[src/rtl/fifo_rd_pkg.sv]
// Shared constants for the FIFO stream reader: default data width, output
// buffer occupancy encoding and transfer counter width.
package fifo_rd_pkg;

    localparam int unsigned DATA_W_DEF = 8;
    localparam int unsigned OCC_W      = 2;
    localparam int unsigned CNT_W      = 16;

    localparam logic [1:0] OCC_EMPTY = 2'd0;
    localparam logic [1:0] OCC_HALF  = 2'd1;
    localparam logic [1:0] OCC_FULL  = 2'd2;

endpackage

[src/rtl/fifo_stream_reader_if.sv]
// FIFO read side plus valid/ready stream side of the reader, grouped as one bus.
interface fifo_stream_reader_if
    import fifo_rd_pkg::*;
#(
    parameter int unsigned DATA_W = DATA_W_DEF
) ();

    logic              fifo_empty;
    logic [DATA_W-1:0] fifo_data;
    logic              fifo_rd_en;
    logic              m_valid;
    logic              m_ready;
    logic [DATA_W-1:0] m_data;

    // master: the reader itself; slave: the FIFO and downstream consumer
    modport master (
        input  fifo_empty, fifo_data, m_ready,
        output fifo_rd_en, m_valid, m_data
    );

    modport slave (
        output fifo_empty, fifo_data, m_ready,
        input  fifo_rd_en, m_valid, m_data
    );

endinterface

[src/rtl/fifo_rd_skid.sv]
// Two-entry in-order output buffer; head entry drives the stream data.
module fifo_rd_skid
    import fifo_rd_pkg::*;
#(
    parameter int unsigned DATA_W = DATA_W_DEF
) (
    input  logic              read_clk,
    input  logic              reset,
    input  logic              push,
    input  logic              pop,
    input  logic [DATA_W-1:0] din,
    output logic [DATA_W-1:0] dout,
    output logic              valid,
    output logic [OCC_W-1:0]  occ
);

    logic [OCC_W-1:0]  occ_nxt;
    logic [DATA_W-1:0] head_q, head_nxt;
    logic [DATA_W-1:0] tail_q, tail_nxt;
    logic              valid_nxt;

    // State and data registers
    always_ff @(posedge read_clk or negedge reset) begin
        if (!reset) begin
            occ    <= OCC_EMPTY;
            head_q <= '0;
            tail_q <= '0;
            valid  <= 1'b0;
        end else begin
            occ    <= occ_nxt;
            head_q <= head_nxt;
            tail_q <= tail_nxt;
            valid  <= valid_nxt;
        end
    end

    // Occupancy transitions; the reader's credit check never pushes into FULL without a pop
    always_comb begin
        occ_nxt  = occ;
        head_nxt = head_q;
        tail_nxt = tail_q;
        case (occ)
            OCC_EMPTY: begin
                if (push) begin
                    head_nxt = din;
                    occ_nxt  = OCC_HALF;
                end
            end
            OCC_HALF: begin
                if (push && pop) begin
                    head_nxt = din;
                end else if (push) begin
                    tail_nxt = din;
                    occ_nxt  = OCC_FULL;
                end else if (pop) begin
                    occ_nxt  = OCC_EMPTY;
                end
            end
            OCC_FULL: begin
                if (pop) begin
                    head_nxt = tail_q;
                    if (push) begin
                        tail_nxt = din;
                    end else begin
                        occ_nxt  = OCC_HALF;
                    end
                end
            end
            default: occ_nxt = OCC_EMPTY;
        endcase
        valid_nxt = (occ_nxt != OCC_EMPTY);
    end

    assign dout = head_q;

endmodule

[src/rtl/fifo_stream_reader.sv]
// Drains an async FIFO (registered read data) into a valid/ready stream with
// credit-based reads. Optional pop counter enabled by FIFO_STREAM_READER_CNT_EN.
module fifo_stream_reader
    import fifo_rd_pkg::*;
#(
    parameter int unsigned DATA_W = DATA_W_DEF
) (
    input  logic                     read_clk,
    input  logic                     reset,
    fifo_stream_reader_if.master     bus
`ifdef FIFO_STREAM_READER_CNT_EN
    ,
    input  logic                     cnt_clr,
    output logic [CNT_W-1:0]         xfer_cnt
`endif
);

    localparam int unsigned LVL_W = 3;

    logic             pend_q;
    logic             pop;
    logic             rd_en_c;
    logic [LVL_W-1:0] level_c;
    logic [OCC_W-1:0] occ;

    assign pop = bus.m_valid && bus.m_ready;

    // Buffer slots committed after this edge: held words plus the one in flight, minus the pop
    assign level_c = LVL_W'(occ) + LVL_W'(pend_q) - LVL_W'(pop);
    assign rd_en_c = reset && !bus.fifo_empty && (level_c < LVL_W'(2));
    assign bus.fifo_rd_en = rd_en_c;

    // A read accepted this cycle returns data next cycle
    always_ff @(posedge read_clk or negedge reset) begin
        if (!reset) begin
            pend_q <= 1'b0;
        end else begin
            pend_q <= rd_en_c;
        end
    end

    fifo_rd_skid #(
        .DATA_W (DATA_W)
    ) u_skid (
        .read_clk (read_clk),
        .reset    (reset),
        .push     (pend_q),
        .pop      (pop),
        .din      (bus.fifo_data),
        .dout     (bus.m_data),
        .valid    (bus.m_valid),
        .occ      (occ)
    );

`ifdef FIFO_STREAM_READER_CNT_EN
    // Saturating pop counter; clear takes priority over a simultaneous pop
    always_ff @(posedge read_clk or negedge reset) begin
        if (!reset) begin
            xfer_cnt <= '0;
        end else if (cnt_clr) begin
            xfer_cnt <= '0;
        end else if (pop && (xfer_cnt != {CNT_W{1'b1}})) begin
            xfer_cnt <= xfer_cnt + CNT_W'(1);
        end
    end
`endif

endmodule

[src/flat_wrapper.sv]
// flat-port wrapper written by rule: the top's interface ports become plain ports
module fifo_stream_reader_flat import fifo_rd_pkg::*;
#(
    parameter int unsigned DATA_W = DATA_W_DEF
)
  (read_clk, reset, bus_fifo_empty, bus_fifo_data, bus_m_ready, bus_fifo_rd_en, bus_m_valid, bus_m_data);
  fifo_stream_reader_if #(.DATA_W(DATA_W)) bus_i ();
  input  logic read_clk;
  input  logic reset;
  input wire logic [$bits(bus_i.fifo_empty)-1:0] bus_fifo_empty;
  input wire logic [$bits(bus_i.fifo_data)-1:0] bus_fifo_data;
  input wire logic [$bits(bus_i.m_ready)-1:0] bus_m_ready;
  output wire logic [$bits(bus_i.fifo_rd_en)-1:0] bus_fifo_rd_en;
  output wire logic [$bits(bus_i.m_valid)-1:0] bus_m_valid;
  output wire logic [$bits(bus_i.m_data)-1:0] bus_m_data;
  assign bus_i.fifo_empty = bus_fifo_empty;
  assign bus_i.fifo_data = bus_fifo_data;
  assign bus_i.m_ready = bus_m_ready;
  assign bus_fifo_rd_en = bus_i.fifo_rd_en;
  assign bus_m_valid = bus_i.m_valid;
  assign bus_m_data = bus_i.m_data;
  fifo_stream_reader #(.DATA_W(DATA_W)) u_core (.read_clk(read_clk), .reset(reset), .bus(bus_i));
endmodule
[config.mk]
export PLATFORM = sky130hd
export DESIGN_NAME = fifo_stream_reader_flat
export DESIGN_NICKNAME = d
export VERILOG_FILES = /design/src/rtl/fifo_rd_pkg.sv /design/src/rtl/fifo_stream_reader_if.sv /design/src/rtl/fifo_rd_skid.sv /design/src/rtl/fifo_stream_reader.sv /design/src/flat_wrapper.sv
export SDC_FILE = /design/constraint.sdc
export NUM_CORES = 1
export LEC_CHECK = 0
export CELL_PAD_IN_SITES_DETAIL_PLACEMENT = 0
export CELL_PAD_IN_SITES_GLOBAL_PLACEMENT = 1
export CORE_MARGIN = 1
export CORE_UTILIZATION = 38
export DETAILED_ROUTE_END_ITERATION = 16
export HOLD_SLACK_MARGIN = 0.05
export PLACE_DENSITY_LB_ADDON = 0.05
export SYNTH_ARGS = -nofsm -noshare
export SYNTH_HDL_FRONTEND = slang
export SYNTH_SLANG_ARGS = --single-unit
[constraint.sdc]
create_clock -name read_clk -period 1.95 [get_ports read_clk]
set_input_delay 0.2925 -clock read_clk [delete_from_list [all_inputs] [get_ports read_clk]]
set_output_delay 0.2925 -clock read_clk [all_outputs]
set_load 0.01 [all_outputs]
==> run_results.csv <==
group,metric,value,unit
worst_setup_path,critical_path_class,"reg2out",
logic_synthesis,synth_cell_types,25,
finish,seq_area,500,sq um
placed_design,place_area,0.00128,sq mm
finish,syn_to_final_growth,39.7,%
grt,antenna_found_initial,0,
clock_network,cts_tree,"built",
floorplan,die-area,0.00269,sq mm
detailed_routing,antenna_left,0,
logic_synthesis,yosysMostFrequentCell,"dfrtp_1",
detailed_routing,drt-initial-drc-count,2,
detailed_routing,vias,709,
worst_setup_path,critical_path_arrival,1890,ps
floorplan,row_count,17,
floorplan,ios,22,
grt,grt_pass1_vias,721,
logic_synthesis,avgSynthCellArea,12.0,sq um
logic_synthesis,synth_fp_nets,92,
flow_run,cap_violations,0,
detailed_routing,top_layer_used,"met3",
placed_design,dp.cells,136,
floorplan,core,0.00228,sq mm
detailed_routing,wl_per_cell,13.1,microns
clock_network,cts_setup_buffers,0,
hold_path,hold_path.class,"in2async",
outcome,run_status,"complete, but fails checks",
worst_setup_path,worstPathRequired,1660,ps
clock_network,clock-sinks,20,
floorplan,start_util,41.6,%
worst_setup_path,endpoint_kind,"output pin",
logic_synthesis,yosysTopAreaCell,"dfrtp_1",
logic_synthesis,ys.warnings.count,0,
sta,worst_pin_slew,351,ps
logic_synthesis,synth_edf_count,0,
sta,setup_slack,-237,ps
detailed_routing,wl_met2,948,microns
clock_network,root_buffer,"clkbuf_4",
detailed_routing,routed_wirelength,1830,microns
logic_synthesis,synthTopCellsByArea,"dfrtp_1, mux2_2, mux2i_1",
sta,hold_violations,0,
floorplan,die_h,51.9,microns
grt,grt_usage,16.2,%
worst_setup_path,start_kind,"register",
outcome,violations,"negative setup slack",
worst_setup_path,critPathMaxFanout,3,
finish,nets,126,
placed_design,dpl.hpwl,1350,microns
power,ir_drop,806,uV
placed_design,dp_slack,-756,ps
sta,clock-skew-final,2.28,ps
logic_synthesis,synthArstFlopShare,100,%
logic_synthesis,yosysSeqAreaShare,52.9,%
placed_design,gp_congestion,0.749,
logic_synthesis,synth.top_cell.area_share,52.9,%
detailed_routing,wl_met3,92,microns
clock_network,cts_hold_buf,0,
clock_network,cts_buffers,3,
sta,clock.fmax,457,MHz
power,power.total,1.99,mW
clock_network,cts_buffer_depth,2,
sta,fin_crit_sh,112,%
sta,finalMaxSlewViolations,0,
grt,grt_max_degree,21,
finish,finalNonFillerCells,140,
finish,fin_area,0.00132,sq mm
detailed_routing,dr.pass1.iters,4,
grt,grt-ovfl-total,0,
sta,finalSetupViolations,1,
detailed_routing,wl_met1,792,microns
sta,post-route-min-period,2190,ps
logic_synthesis,yosys_register_bits,20,
grt,grt_pass1_wl,3150,microns
placed_design,io_buffers,21,
clock_network,htree_levels,1,
logic_synthesis,netlist_area,946,sq um
finish,n_antenna_cell,0,
finish,drive_gt1_share,28.6,%
finish,multi_input_area,447,sq um
sta,rsz0062_at_grt,"true",
detailed_routing,drc_errors,0,
finish,nFillCells,213,
logic_synthesis,synthCells,79,
clock_network,cts.clk_slew.worst_paths,110,ps
clock_network,worstSkewPairLatency,290,ps
sta,timing.slew.headroom,76.6,%
detailed_routing,vias_per_cell,5.06,
logic_synthesis,ys.flop_type,"dfrtp_1",
power,leakagePower,0.587,nW
power,p_per_area,1510,mW/mm^2
floorplan,dieWidth,51.9,microns
logic_synthesis,synth_common_cells,"dfrtp_1, nand2_1, mux2_2",
-- cells in the final DEF, fill, tap and decap left out --
cell type        count
and2b_1              1
clkbuf_8             1
nand2_1             10
buf_2                1
clkbuf_4             3
dlygate4sd2_1        1
and2_4               1
nand2b_1             1
clkdlybuf4s50_1     19
a21boi_0             1
o21ai_1              2
nand2b_4             1
o21ai_0              7
mux2i_1              8
buf_12               1
nor2_4               1
mux2_2               9
buf_6                1
fa_1                 1
nand2_2              1
dfrtp_1             20
o21ai_4              1
o21ai_2              1
xor2_1               1
buf_4                9
o211a_1              1
nor3_2               1
o22ai_1              2
nor2_1               1
and3b_1              1
nand4b_1             2
a21oi_1              1
-- through the flow --
stage / hold slack [ps] / TNS (ps) / util [%]
after floorplan: -3.09 / 0 / -
after global placement: 462 / -703 / 56.1
after detailed placement: 474 / -866 / 56.1
after CTS: 353 / -252 / 58.1
after global routing: 375 / -350 / 58.1
final: 350 / -237 / 58.1
-- repair_timing --
action,CTS,global route
pin swaps,2,0
resized for setup,10,0
hold endpoints to repair,0,0
endpoints found under the setup margin,1,1
-- kinds of logic after synthesis --
| group | share of synthesized area (%) |
|---|---|
| adder cells (fa/ha/maj) | 2.12 |
| multiplexers | 19.2 |
| XOR/XNOR | 0.926 |
| AO/OA/AOI/OAI | 10.7 |
| buffers and inverters | 1.85 |
| AND/OR/NAND/NOR | 12.3 |
| flip-flops | 52.9 |
-- registers in the layout, indices dropped and copies added (netlist names) --
| name | flops |
|---|---|
| u_core.u_skid.dout | 8 |
| u_core.u_skid.tail_q | 8 |
| u_core.u_skid.valid | 1 |
| u_core.pend_q | 1 |
| u_core.u_skid.occ | 2 |
-- per-layer routing --
layer	global-route usage (%)	vias to the layer above
li1	-	345
met2	30.6	16
met1	17.8	348
met3	5.56	0
met4	1.35	0
met5	0	-
-- cell type report --
class	count	area share, %
Sequential cell	20	37.9
Multi-Input combinational cell	56	33.8
Timing Repair Buffer	32	22.9
Clock buffer	4	2.75
Tap cell	28	2.65
-- power breakdown --
group          internal (mW)  switching [mW]  leakage (nW)  total, mW
registers              0.616           0.110         0.249      0.726
logic                  0.574           0.459         0.316       1.03
clock network          0.114           0.121        0.0210      0.235
-- final timing paths --
kind                       depth (start not counted)  slack (ps)                              start                                   to
max                                                7        -240      u_core.u_skid.valid$_DFF_PN0_                       bus_fifo_rd_en
min                                                2         350                              reset              u_core.pend_q$_DFF_PN0_
max reg2reg                                        6         390      u_core.u_skid.valid$_DFF_PN0_  u_core.u_skid.tail_q[5]$_DFFE_PN0P_
min reg2reg                                        2         490  u_core.u_skid.dout[0]$_DFFE_PN0P_    u_core.u_skid.dout[0]$_DFFE_PN0P_
max in group asynchronous                          2        1390                              reset    u_core.u_skid.dout[7]$_DFFE_PN0P_
min in group read_clk                              2         490  u_core.u_skid.dout[0]$_DFFE_PN0P_    u_core.u_skid.dout[0]$_DFFE_PN0P_
-- critical path: stages, from the launching register on --
cell,delay (ps)
dfrtp_1,400
nand2_2,110
and2_4,150
o21ai_2,50
fa_1,500
nand2_1,60
nor3_2,170
buf_2,160
No activity file was read; power rests on OpenSTA's default activity.
